[src/rtl/muldiv_unit.sv]
// -----------------------------------------------------------------------------
// muldiv_unit
//
// Iterative RV32M multiply/divide unit that sits beside the single-cycle ALU in
// EX. It takes one operation per valid/ready handshake and retires one bit per
// clock: shift-add for the multiplies and restoring division for the divides.
// The result is held until the consumer takes it. flush aborts any in-flight or
// held operation.
//
// Optional build macro:
//   MULDIV_EARLY_OUT_EN - divide-by-zero, signed overflow and multiplies with a
//                         zero operand skip CALC. They go straight from the
//                         accepting edge to FIX. The result values are the same
//                         as on the normal path.
//
// Ports:
//   clk        in   rising-edge clock
//   rst        in   asynchronous active-high reset
//   flush      in   synchronous abort (highest priority after rst)
//   in_valid   in   request valid
//   in_ready   out  unit can accept (high only in IDLE)
//   func       in   0 MUL,1 MULH,2 MULHSU,3 MULHU,4 DIV,5 DIVU,6 REM,7 REMU
//   op1        in   rs1 value (sampled only at acceptance)
//   op2        in   rs2 value (sampled only at acceptance)
//   out_valid  out  result valid
//   out_ready  in   consumer takes result
//   result     out  registered result
// -----------------------------------------------------------------------------
module muldiv_unit #(
    parameter int DataWidth = 32,
    parameter int CntWidth  = $clog2(DataWidth) + 1
) (
    input  logic                 clk,
    input  logic                 rst,
    input  logic                 flush,
    input  logic                 in_valid,
    output logic                 in_ready,
    input  logic [2:0]           func,
    input  logic [DataWidth-1:0] op1,
    input  logic [DataWidth-1:0] op2,
    output logic                 out_valid,
    input  logic                 out_ready,
    output logic [DataWidth-1:0] result
);

    localparam int W = DataWidth;

    localparam logic [2:0] F_MUL    = 3'd0;
    localparam logic [2:0] F_MULH   = 3'd1;
    localparam logic [2:0] F_MULHSU = 3'd2;
    localparam logic [2:0] F_MULHU  = 3'd3;
    localparam logic [2:0] F_DIV    = 3'd4;
    localparam logic [2:0] F_DIVU   = 3'd5;
    localparam logic [2:0] F_REM    = 3'd6;

    localparam logic [CntWidth-1:0] LastCnt = CntWidth'(W - 1);

    typedef enum logic [1:0] {
        S_IDLE,
        S_CALC,
        S_FIX,
        S_DONE
    } state_t;

    // Architectural state
    state_t              state_q;
    logic [2:0]          func_q;
    logic                sign1_q;     // effective sign of op1 (0 for unsigned uses)
    logic                sign2_q;     // effective sign of op2 (0 for unsigned uses)
    logic                div0_q;      // divide with op2 == 0
    logic [W-1:0]        hi_q;        // product high half / partial remainder
    logic [W-1:0]        lo_q;        // multiplier -> product low / dividend -> quotient
    logic [W-1:0]        mcand_q;     // multiplicand or divisor magnitude
    logic [CntWidth-1:0] cnt_q;
    logic                in_ready_q;
    logic                out_valid_q;
    logic [W-1:0]        result_q;

    // -------------------------------------------------------------------------
    // Request decode (used only at the accepting edge)
    // -------------------------------------------------------------------------
    logic         signed1_in;
    logic         signed2_in;
    logic         neg1_in;
    logic         neg2_in;
    logic [W-1:0] mag1_in;
    logic [W-1:0] mag2_in;
    logic         div0_in;

    always_comb begin
        signed1_in = (func == F_MULH) || (func == F_MULHSU) ||
                     (func == F_DIV)  || (func == F_REM);
        signed2_in = (func == F_MULH) || (func == F_DIV) || (func == F_REM);
        neg1_in    = signed1_in & op1[W-1];
        neg2_in    = signed2_in & op2[W-1];
        // Two's-complement abs. The most negative value maps to itself. As an
        // unsigned magnitude that is still correct.
        mag1_in    = neg1_in ? (~op1 + 1'b1) : op1;
        mag2_in    = neg2_in ? (~op2 + 1'b1) : op2;
        div0_in    = func[2] && (op2 == '0);
    end

`ifdef MULDIV_EARLY_OUT_EN
    logic ovf_in;
    logic mul_zero_in;
    logic early_in;

    always_comb begin
        ovf_in      = func[2] && !func[0] &&
                      (op1 == {1'b1, {(W-1){1'b0}}}) && (op2 == '1);
        mul_zero_in = !func[2] && ((op1 == '0) || (op2 == '0));
        early_in    = div0_in || ovf_in || mul_zero_in;
    end
`endif

    // -------------------------------------------------------------------------
    // One iteration of multiply or divide
    // -------------------------------------------------------------------------
    logic [W:0]   mul_sum;
    logic [W-1:0] mul_hi_d;
    logic [W-1:0] mul_lo_d;
    logic [W:0]   rem_shift;
    logic         rem_ge;
    logic [W-1:0] div_hi_d;
    logic [W-1:0] div_lo_d;
    logic [W-1:0] iter_hi_d;
    logic [W-1:0] iter_lo_d;

    always_comb begin
        // Shift-add: add the multiplicand when the multiplier LSB is set, then
        // shift the whole {carry, hi, lo} right by one.
        mul_sum  = {1'b0, hi_q} + (lo_q[0] ? {1'b0, mcand_q} : '0);
        mul_hi_d = mul_sum[W:1];
        mul_lo_d = {mul_sum[0], lo_q[W-1:1]};

        // Restoring divide: bring in the next dividend bit and subtract when it
        // fits. The difference is below the divisor, so W bits hold it.
        rem_shift = {hi_q, lo_q[W-1]};
        rem_ge    = (rem_shift >= {1'b0, mcand_q});
        div_hi_d  = rem_ge ? (rem_shift[W-1:0] - mcand_q) : rem_shift[W-1:0];
        div_lo_d  = {lo_q[W-2:0], rem_ge};

        iter_hi_d = func_q[2] ? div_hi_d : mul_hi_d;
        iter_lo_d = func_q[2] ? div_lo_d : mul_lo_d;
    end

    // -------------------------------------------------------------------------
    // Sign correction and field select
    // -------------------------------------------------------------------------
    logic [2*W-1:0] prod;
    logic [2*W-1:0] prod_s;
    logic [W-1:0]   quot_s;
    logic [W-1:0]   rem_s;
    logic [W-1:0]   result_d;

    always_comb begin
        prod   = {hi_q, lo_q};
        prod_s = (sign1_q ^ sign2_q) ? (~prod + 1'b1) : prod;
        // For divide-by-zero the quotient is all ones whatever the signs.
        quot_s = div0_q ? '1 : ((sign1_q ^ sign2_q) ? (~lo_q + 1'b1) : lo_q);
        rem_s  = sign1_q ? (~hi_q + 1'b1) : hi_q;

        result_d = rem_s;
        case (func_q)
            F_MUL:                    result_d = prod_s[W-1:0];
            F_MULH, F_MULHSU, F_MULHU: result_d = prod_s[2*W-1:W];
            F_DIV, F_DIVU:            result_d = quot_s;
            default:                  result_d = rem_s;
        endcase
    end

    // -------------------------------------------------------------------------
    // Control FSM with registered handshake outputs
    // -------------------------------------------------------------------------
    always_ff @(posedge clk or posedge rst) begin
        if (rst) begin
            state_q     <= S_IDLE;
            func_q      <= '0;
            sign1_q     <= 1'b0;
            sign2_q     <= 1'b0;
            div0_q      <= 1'b0;
            hi_q        <= '0;
            lo_q        <= '0;
            mcand_q     <= '0;
            cnt_q       <= '0;
            in_ready_q  <= 1'b1;
            out_valid_q <= 1'b0;
            result_q    <= '0;
        end else if (flush) begin
            // Abort. The last result stays readable but is no longer valid.
            state_q     <= S_IDLE;
            in_ready_q  <= 1'b1;
            out_valid_q <= 1'b0;
        end else begin
            case (state_q)
                S_IDLE: begin
                    if (in_valid && in_ready_q) begin
                        func_q     <= func;
                        sign1_q    <= neg1_in;
                        sign2_q    <= neg2_in;
                        div0_q     <= div0_in;
                        hi_q       <= '0;
                        // Multiply: lo holds the multiplier and mcand holds op1.
                        // Divide: lo holds the dividend and mcand holds the divisor.
                        lo_q       <= func[2] ? mag1_in : mag2_in;
                        mcand_q    <= func[2] ? mag2_in : mag1_in;
                        cnt_q      <= '0;
                        in_ready_q <= 1'b0;
                        state_q    <= S_CALC;
`ifdef MULDIV_EARLY_OUT_EN
                        // Preload the registers with what CALC would have left.
                        // Overflow needs no preload: quotient magnitude is op1.
                        if (early_in) begin
                            state_q <= S_FIX;
                            if (div0_in) begin
                                hi_q <= mag1_in;
                            end
                            if (mul_zero_in) begin
                                lo_q <= '0;
                            end
                        end
`endif
                    end
                end
                S_CALC: begin
                    hi_q  <= iter_hi_d;
                    lo_q  <= iter_lo_d;
                    cnt_q <= cnt_q + 1'b1;
                    if (cnt_q == LastCnt) begin
                        state_q <= S_FIX;
                    end
                end
                S_FIX: begin
                    result_q    <= result_d;
                    out_valid_q <= 1'b1;
                    state_q     <= S_DONE;
                end
                S_DONE: begin
                    if (out_valid_q && out_ready) begin
                        out_valid_q <= 1'b0;
                        in_ready_q  <= 1'b1;
                        state_q     <= S_IDLE;
                    end
                end
                default: begin
                    state_q     <= S_IDLE;
                    in_ready_q  <= 1'b1;
                    out_valid_q <= 1'b0;
                end
            endcase
        end
    end

    assign in_ready  = in_ready_q;
    assign out_valid = out_valid_q;
    assign result    = result_q;

endmodule

[config.mk]
export PLATFORM = sky130hd
export DESIGN_NAME = muldiv_unit
export DESIGN_NICKNAME = d
export VERILOG_FILES = /design/src/rtl/muldiv_unit.sv
export SDC_FILE = /design/constraint.sdc
export NUM_CORES = 1
export LEC_CHECK = 0
export ABC_AREA = 0
export CORE_ASPECT_RATIO = 0.7
export CORE_UTILIZATION = 32
export CTS_BUF_LIST = sky130_fd_sc_hd__clkbuf_4
export DETAILED_ROUTE_END_ITERATION = 6
export GPL_TIMING_DRIVEN = 0
export PLACE_DENSITY = 0.52
export SLEW_MARGIN = 5
export SYNTH_ARGS = -nofsm -noshare
export SYNTH_HDL_FRONTEND = slang
export SYNTH_SLANG_ARGS = --single-unit
[constraint.sdc]
create_clock -name clk -period 7.65 [get_ports clk]
set_input_delay 2.295 -clock clk [delete_from_list [all_inputs] [get_ports clk]]
set_output_delay 2.295 -clock clk [all_outputs]
set_load 0.03 [all_outputs]
# == Word level (Yosys, flattened, before mapping) ==
# Index checks and enable logic that the tools add are counted.
# op_classes
eq_ne,17
bitwise,9
addsub,8
mux,31
reduce_logical,22
order_cmp,1
# op_table
cell,count
$mux W32,13
$add A32 B1 Y32 const B,4
$not A32 Y32,4
$pmux W32 S2,2
$pmux W32 S3,1
$add A64 B1 Y64 const B,1
$mux W64,1
$not A64 Y64,1
$add A32 B32 Y33,1
$ge A33 B32 Y1,1
$logic_not A32 Y1,1
$sub A32 B32 Y32,1
$eq A3 B3 Y1 const B,4
$pmux W6 S2,1
$reduce_and A3 Y1,4
$eq A3 B2 Y1 const B,3
$ne A3 B3 Y1 const B,3
$mux W2,4
$pmux W2 S4,1
$add A6 B1 Y6 const B,1
$eq A3 B1 Y1 const B,2
$eq A6 B5 Y1 const B,1
$mux W6,1
$reduce_bool A3 Y1,2
other kinds (16),30
# word_totals
inputBits,72
reg_bits,144

# == Depth between registers and ports, before layout ==
# depth
ltp_word,9
mapped_depth,15
depth_no_buf,13

# == Worst setup path after synthesis ==
# Ideal clock, no wire load.
# synth_path
kind,in2reg
start,input port op1[1]
end,register lo_q[30]
setup_slack_ns,2.800
path_buffers,0
arrival_time_ns,4.786
stages,11
required_ns,7.586
cell_sequence,inv_1 -> ha_1 -> or3b_2 -> or4_1 -> nor4_1 -> a21oi_1 -> a21oi_1 -> xnor2_1 -> a21oi_1 -> a221oi_1 -> a21o_1
# synth_via
elab_chain_len,6
# synth_rtl
item,line_no,text
start: declaration,39,"input logic [DataWidth-1:0] op1,"
$not A32 Y32,98,mag1_in = neg1_in ? (~op1 + 1'b1) : op1;
$add A32 B1 Y32,98,
$mux W32,98,
$mux W32,205,lo_q <= func[2] ? mag1_in : mag2_in;
$mux W32,197,if (in_valid && in_ready_q) begin
$pmux W32 S2,195,case (state_q)
end signal: assignment,205,
end signal: assignment,227,lo_q <= iter_lo_d;
end: declaration,72,logic [W-1:0] lo_q;
# No other way between the ends. The select of a mux whose other input is x is not followed.
# A chain may end at the register's enable or synchronous reset.

# == Worst setup path in the final report ==
# layout_path
start,input port op1[0]
end,register mcand_q[24]
# layout_via
elab_chain_len,4
# layout_rtl
item,line_no,text
$not A32 Y32,98,
$add A32 B1 Y32,98,
$mux W32,98,
$mux W32,206,mcand_q <= func[2] ? mag2_in : mag1_in;
end signal: assignment,206,
end: declaration,73,logic [W-1:0] mcand_q;
# No other way between the ends.

==> results.md <==
Outcome:
- The flow ran to the end, but the final reports show violations.
- The checks that failed: DRC.

Job:
- The number of max-capacitance violations reported is 0.

Power:
- Of the total power, the share spent switching nets is 57.0%.
- The total power is 8.56 mW.
- For this design the ratio of total power to cell area is 507 nW/um^2.
- Per report_power, the sequential group accounts for 18.2% of the total.
- In this run the power spent charging and discharging nets is 4.87 mW.
- The internal power contribution is 3.68 mW.
- VDD sags by at most 0.000254 V.
- The total leakage power is 7.02 nW.
- Of the total power, combinational logic draws 74.6%.
- The proportion of power drawn by the clock network is 7.2%.

Floorplanning:
- The row count is 65.
- For this configuration, the core starts out at a cell density of 32.5%.
- 106 I/O pins were placed.
- The floorplan step set the die height to 181 um.
- From left edge to right edge, the die measures 258 um.
- The standard cell core area is 45200 um^2.
- The overall die area is 46800 um^2.

Layout:
- Cells with a size suffix above 1 make up 5.20% of the layout.
- The share of the core filled with cells in the final layout is 37.3%.
- The post-layout net count is 2230.
- From synthesis to final layout, the design area changed by 14.8%.
- The multi-input combinational cells in the finished layout cover a total of 10300 um^2.
- The sequential standard cell area is 3600 um^2.
- Counting the fill cells in the layout gives 4784.
- The count of cells in the finished layout, fillers not included, comes to 2700.
- The final instance area is 16900 um^2.

Route:
- The detail-routed via count per cell is 5.87.
- The starting DRC count in detailed routing is 2050.
- After detailed routing, the average wire length per cell comes to 24.2 um.
- The routed layout has 15.9k vias.
- The number of nets with antenna violations after routing is 0.
- The number of detailed-routing iterations run before antenna repair is 7.
- The final wirelength is 65.3 mm.
- In the routed design, unresolved DRC markers number 3.

GRT:
- The number of antenna violations at the first check in global routing is 4.
- In the global route stage, overall resource usage came out at 27.4%.
- The number of global-route vias before repair is 14.4k.
- The largest net degree at the start of global routing is 115.
- The first global-routing pass estimated 95.5 mm of wire.
- Global routing finished with a remaining overflow of 0.

Timing:
- Adding up every negative setup slack in the final design gives 0 ps.
- The worst setup margin is 1640 ps.
- The number of slew-limit violations in the final report was 0.
- Between clock sinks in the finished design, the worst skew comes to 47.3 ps.
- The count of endpoints failing hold in the final timing report is 0.
- The upper clock frequency limit is 166 MHz.
- Setup violations remaining at the end of the flow were counted as 0.
- At the pin with the least slew margin, the transition time is 1300 ps.
- Setup repair after global routing left no endpoint under its margin.
- The shortest clock period the worst path allows after layout is 6010 ps.
- The max-slew headroom at the worst pin is 13.0%.
- Hold timing on the final database bottoms out at a slack of 499 ps.
- The final critical-path share of the clock period is 78.6%.

Critical path:
- The arrival time of the worst setup path is 6510 ps.
- The endpoint identified for the worst register-to-register timing path is hi_q[30].
- The critical path's most frequent cell is sky130_fd_sc_hd__o21ai_0.
- The endpoint kind of the worst setup timing path is a flip-flop.
- In this run the worst path has a maximum fanout of 5.
- Counting buffers and inverters, the worst setup path is 10 cells deep.
- The worst-case register-to-register setup slack is 2340 ps.
- For this design, the slowest cell found on the critical path is sky130_fd_sc_hd__nor4_1.
- The combined buffer and inverter count along the critical path is 2.
- The worst setup path is launched from a primary input.
- Traced cell by cell, the critical path runs through clkdlybuf4s50_1, inv_1, ha_1, or3b_2, or4_1, nor4_1, a21oi_1, xor2_1, o21ai_0, o21ai_0.
- The maximum cell stage delay along the critical path is 970 ps.
- The worst register-to-register path has a depth of 13.
- The kind of cell with the highest combined delay on the critical path is simple AND/OR/NAND/NOR gates.
- The most critical setup path has its startpoint at op1[0].
- In this run the critical register-to-register path is launched from hi_q[12].
- The critical path is of the primary input to flip-flop type.
- The endpoint required time on the critical path is 8140 ps.

Yosys:
- The synthesized design devotes to its leading area cell type 24.3% of total area.
- The cell taking the most area after synthesis is sky130_fd_sc_hd__dfrtp_1.
- The post-synthesis sequential element count is 144.
- The number of synthesized flops with an enable pin is 0.
- The post-synthesis average cell area is 7.50 um^2.
- The number of standard cells after synthesis is 1959.
- The post-synthesis instance area is 14700 um^2.
- The fraction of synthesis flops using an asynchronous set or reset pin is 100%.
- Counting every net in the synthesized netlist gives 2106.
- Sequential cells were found to cover 24.5% of the synthesized design area.
- After synthesis, the cell types taking the most area are sky130_fd_sc_hd__dfrtp_1, sky130_fd_sc_hd__o21ai_0, sky130_fd_sc_hd__a21oi_1.
- The most instantiated flip-flop cell in the synthesis netlist is sky130_fd_sc_hd__dfrtp_1.
- The number of distinct library cells after synthesis is 76.
- The count of warnings emitted by yosys is 0.

Clocking:
- The post-CTS clock slew at the launch and capture registers of the worst setup and hold paths is 150 ps.
- The CTS tree is done.
- The number of gates resized after CTS is 0.
- CTS placed an instance of sky130_fd_sc_hd__clkbuf_4 at the clock tree root.
- Buffers inserted during clock tree synthesis total 17.
- The setup fix buffers added after clock tree synthesis is 0.
- The number of hold buffers added after CTS was 0.
- The number of buffers on the longest clock path is 2.
- The clock latency of the later-clocked register in the worst-skew pair is 660 ps.
- The maximum level of the CTS H-tree is 4.
- The clock drives 144 sinks.

Place:
- Including well taps, the total number of placed cells is 2667.
- Before CTS, the worst setup slack after placement is 1200 ps.
- The count of port buffers added during placement is 104.
- The final weighted congestion in routability-driven placement is 0.992.
- Once detailed placement completed, the half-perimeter wirelength came to 53.2 mm.
- The placed instance area is 16500 um^2.

Min path:
- The startpoint of the most critical hold path is result[7].
- The terminating pin of the worst hold path is result[7].
- The classification of the worst-slack hold path is flip-flop to flip-flop.
- The count of cells along the worst hold path is 2.
## sequential cells by signal (all words and copies together), names as in the netlist, 2 cells and up
register,flops
cnt_q,6
func_q,3
hi_q,32
lo_q,32
mcand_q,32
result,32
state_q,2
## routing by layer
layer / vias up / routed length [um] / GRT usage (%)
met4: 4 / 771 / 4.62
met2: 812 / 24800 / 35.6
met5: - / 127 / 1.75
li1: 7291 / - / -
met3: 55 / 7160 / 7.44
met1: 7696 / 32400 / 43.5
## layout by cell type (no fill, tap or decap), types with 29 or more instances in the layout
cell / n
sky130_fd_sc_hd__nand2_1: 191
sky130_fd_sc_hd__clkbuf_1: 100
sky130_fd_sc_hd__inv_1: 75
sky130_fd_sc_hd__mux2_2: 38
sky130_fd_sc_hd__o21ai_0: 193
sky130_fd_sc_hd__dfrtp_1: 143
sky130_fd_sc_hd__a21oi_1: 183
sky130_fd_sc_hd__mux2i_1: 34
sky130_fd_sc_hd__nand3_1: 29
sky130_fd_sc_hd__clkdlybuf4s50_1: 104
sky130_fd_sc_hd__xor2_1: 91
sky130_fd_sc_hd__nor3_1: 35
sky130_fd_sc_hd__nor2_1: 228
sky130_fd_sc_hd__ha_1: 73
sky130_fd_sc_hd__xnor2_1: 98
sky130_fd_sc_hd__a21o_1: 47
## cells by family (layout without fill, tap and decap cells)
family	Yosys count	in the layout	synth area share, %
compound gates	649	649	27.6
simple gates	627	627	19.6
buf+inv	203	340	5.33
xor+xnor	189	189	11.3
flops	144	144	24.5
fa+ha+maj	75	75	6.49
mux	72	72	5.23
other cells	0	1	0
## worst max path at each step
stage                        to  slack (ps)
detailed placement  mcand_q[24]        1200
global route        mcand_q[24]        1640
finish              mcand_q[24]        1640
CTS                 mcand_q[24]        1890
global placement     result[12]       -1110
floorplan              cnt_q[0]        1490
## synthesized netlist by cell type (5+ instances only)
master                     count
sky130_fd_sc_hd__a31oi_1      21
sky130_fd_sc_hd__nand4_1      10
sky130_fd_sc_hd__a21oi_1     183
sky130_fd_sc_hd__o211ai_1     15
sky130_fd_sc_hd__o41ai_1      12
sky130_fd_sc_hd__a21o_1       47
sky130_fd_sc_hd__buf_2        11
sky130_fd_sc_hd__nor4_1       21
sky130_fd_sc_hd__nor3_1       35
sky130_fd_sc_hd__mux2_2       38
sky130_fd_sc_hd__nand3_1      29
sky130_fd_sc_hd__a221oi_1      8
sky130_fd_sc_hd__a22oi_1       8
sky130_fd_sc_hd__nor2b_1      17
sky130_fd_sc_hd__inv_1        76
sky130_fd_sc_hd__or4_1        12
sky130_fd_sc_hd__or2_2         7
sky130_fd_sc_hd__ha_1         73
sky130_fd_sc_hd__xor2_1       91
sky130_fd_sc_hd__or3_1        22
sky130_fd_sc_hd__a211oi_1     28
sky130_fd_sc_hd__o32a_1        5
sky130_fd_sc_hd__xnor2_1      98
sky130_fd_sc_hd__clkbuf_1    100
sky130_fd_sc_hd__buf_1        15
sky130_fd_sc_hd__mux2i_1      34
sky130_fd_sc_hd__nand2_1     191
sky130_fd_sc_hd__nand2b_1     14
sky130_fd_sc_hd__o21a_1       16
sky130_fd_sc_hd__and2_1        9
sky130_fd_sc_hd__and3_1        9
sky130_fd_sc_hd__o21ai_0     193
sky130_fd_sc_hd__nor2_1      228
sky130_fd_sc_hd__o221ai_1     18
sky130_fd_sc_hd__dfrtp_1     143
sky130_fd_sc_hd__o21bai_1      7
sky130_fd_sc_hd__o22ai_1       6
sky130_fd_sc_hd__a211o_1       6
sky130_fd_sc_hd__o31ai_1      28
## tightest hold or removal path, stage by stage (launching register included)
cell and delay, ps:
sky130_fd_sc_hd__dfrtp_1 370, sky130_fd_sc_hd__nand2_1 40, sky130_fd_sc_hd__o21ai_0 60
## power groups by stage
stage	Combinational, mW	Clock, mW	Sequential (mW)
finish	6.39	0.616	1.55
global route	6.89	0.656	1.60
floorplan	4.17	0	1.54
detailed placement	6.21	0	1.56
global placement	6.20	0	1.55
CTS	6.24	0.630	1.54
## final cells by class
| type | instances | share of cell area (%) |
|---|---|---|
| diodes | 1 | 0.0148 |
| plain buffers | 127 | 2.95 |
| clock buffers | 17 | 0.756 |
| clock inverters | 15 | 1.28 |
| inverters | 76 | 1.73 |
| multi-input cells | 1612 | 61.1 |
| flip-flops and latches | 144 | 21.4 |
| well taps | 603 | 4.47 |
| repair buffers | 105 | 6.33 |
(Power assumes the default switching activity.)
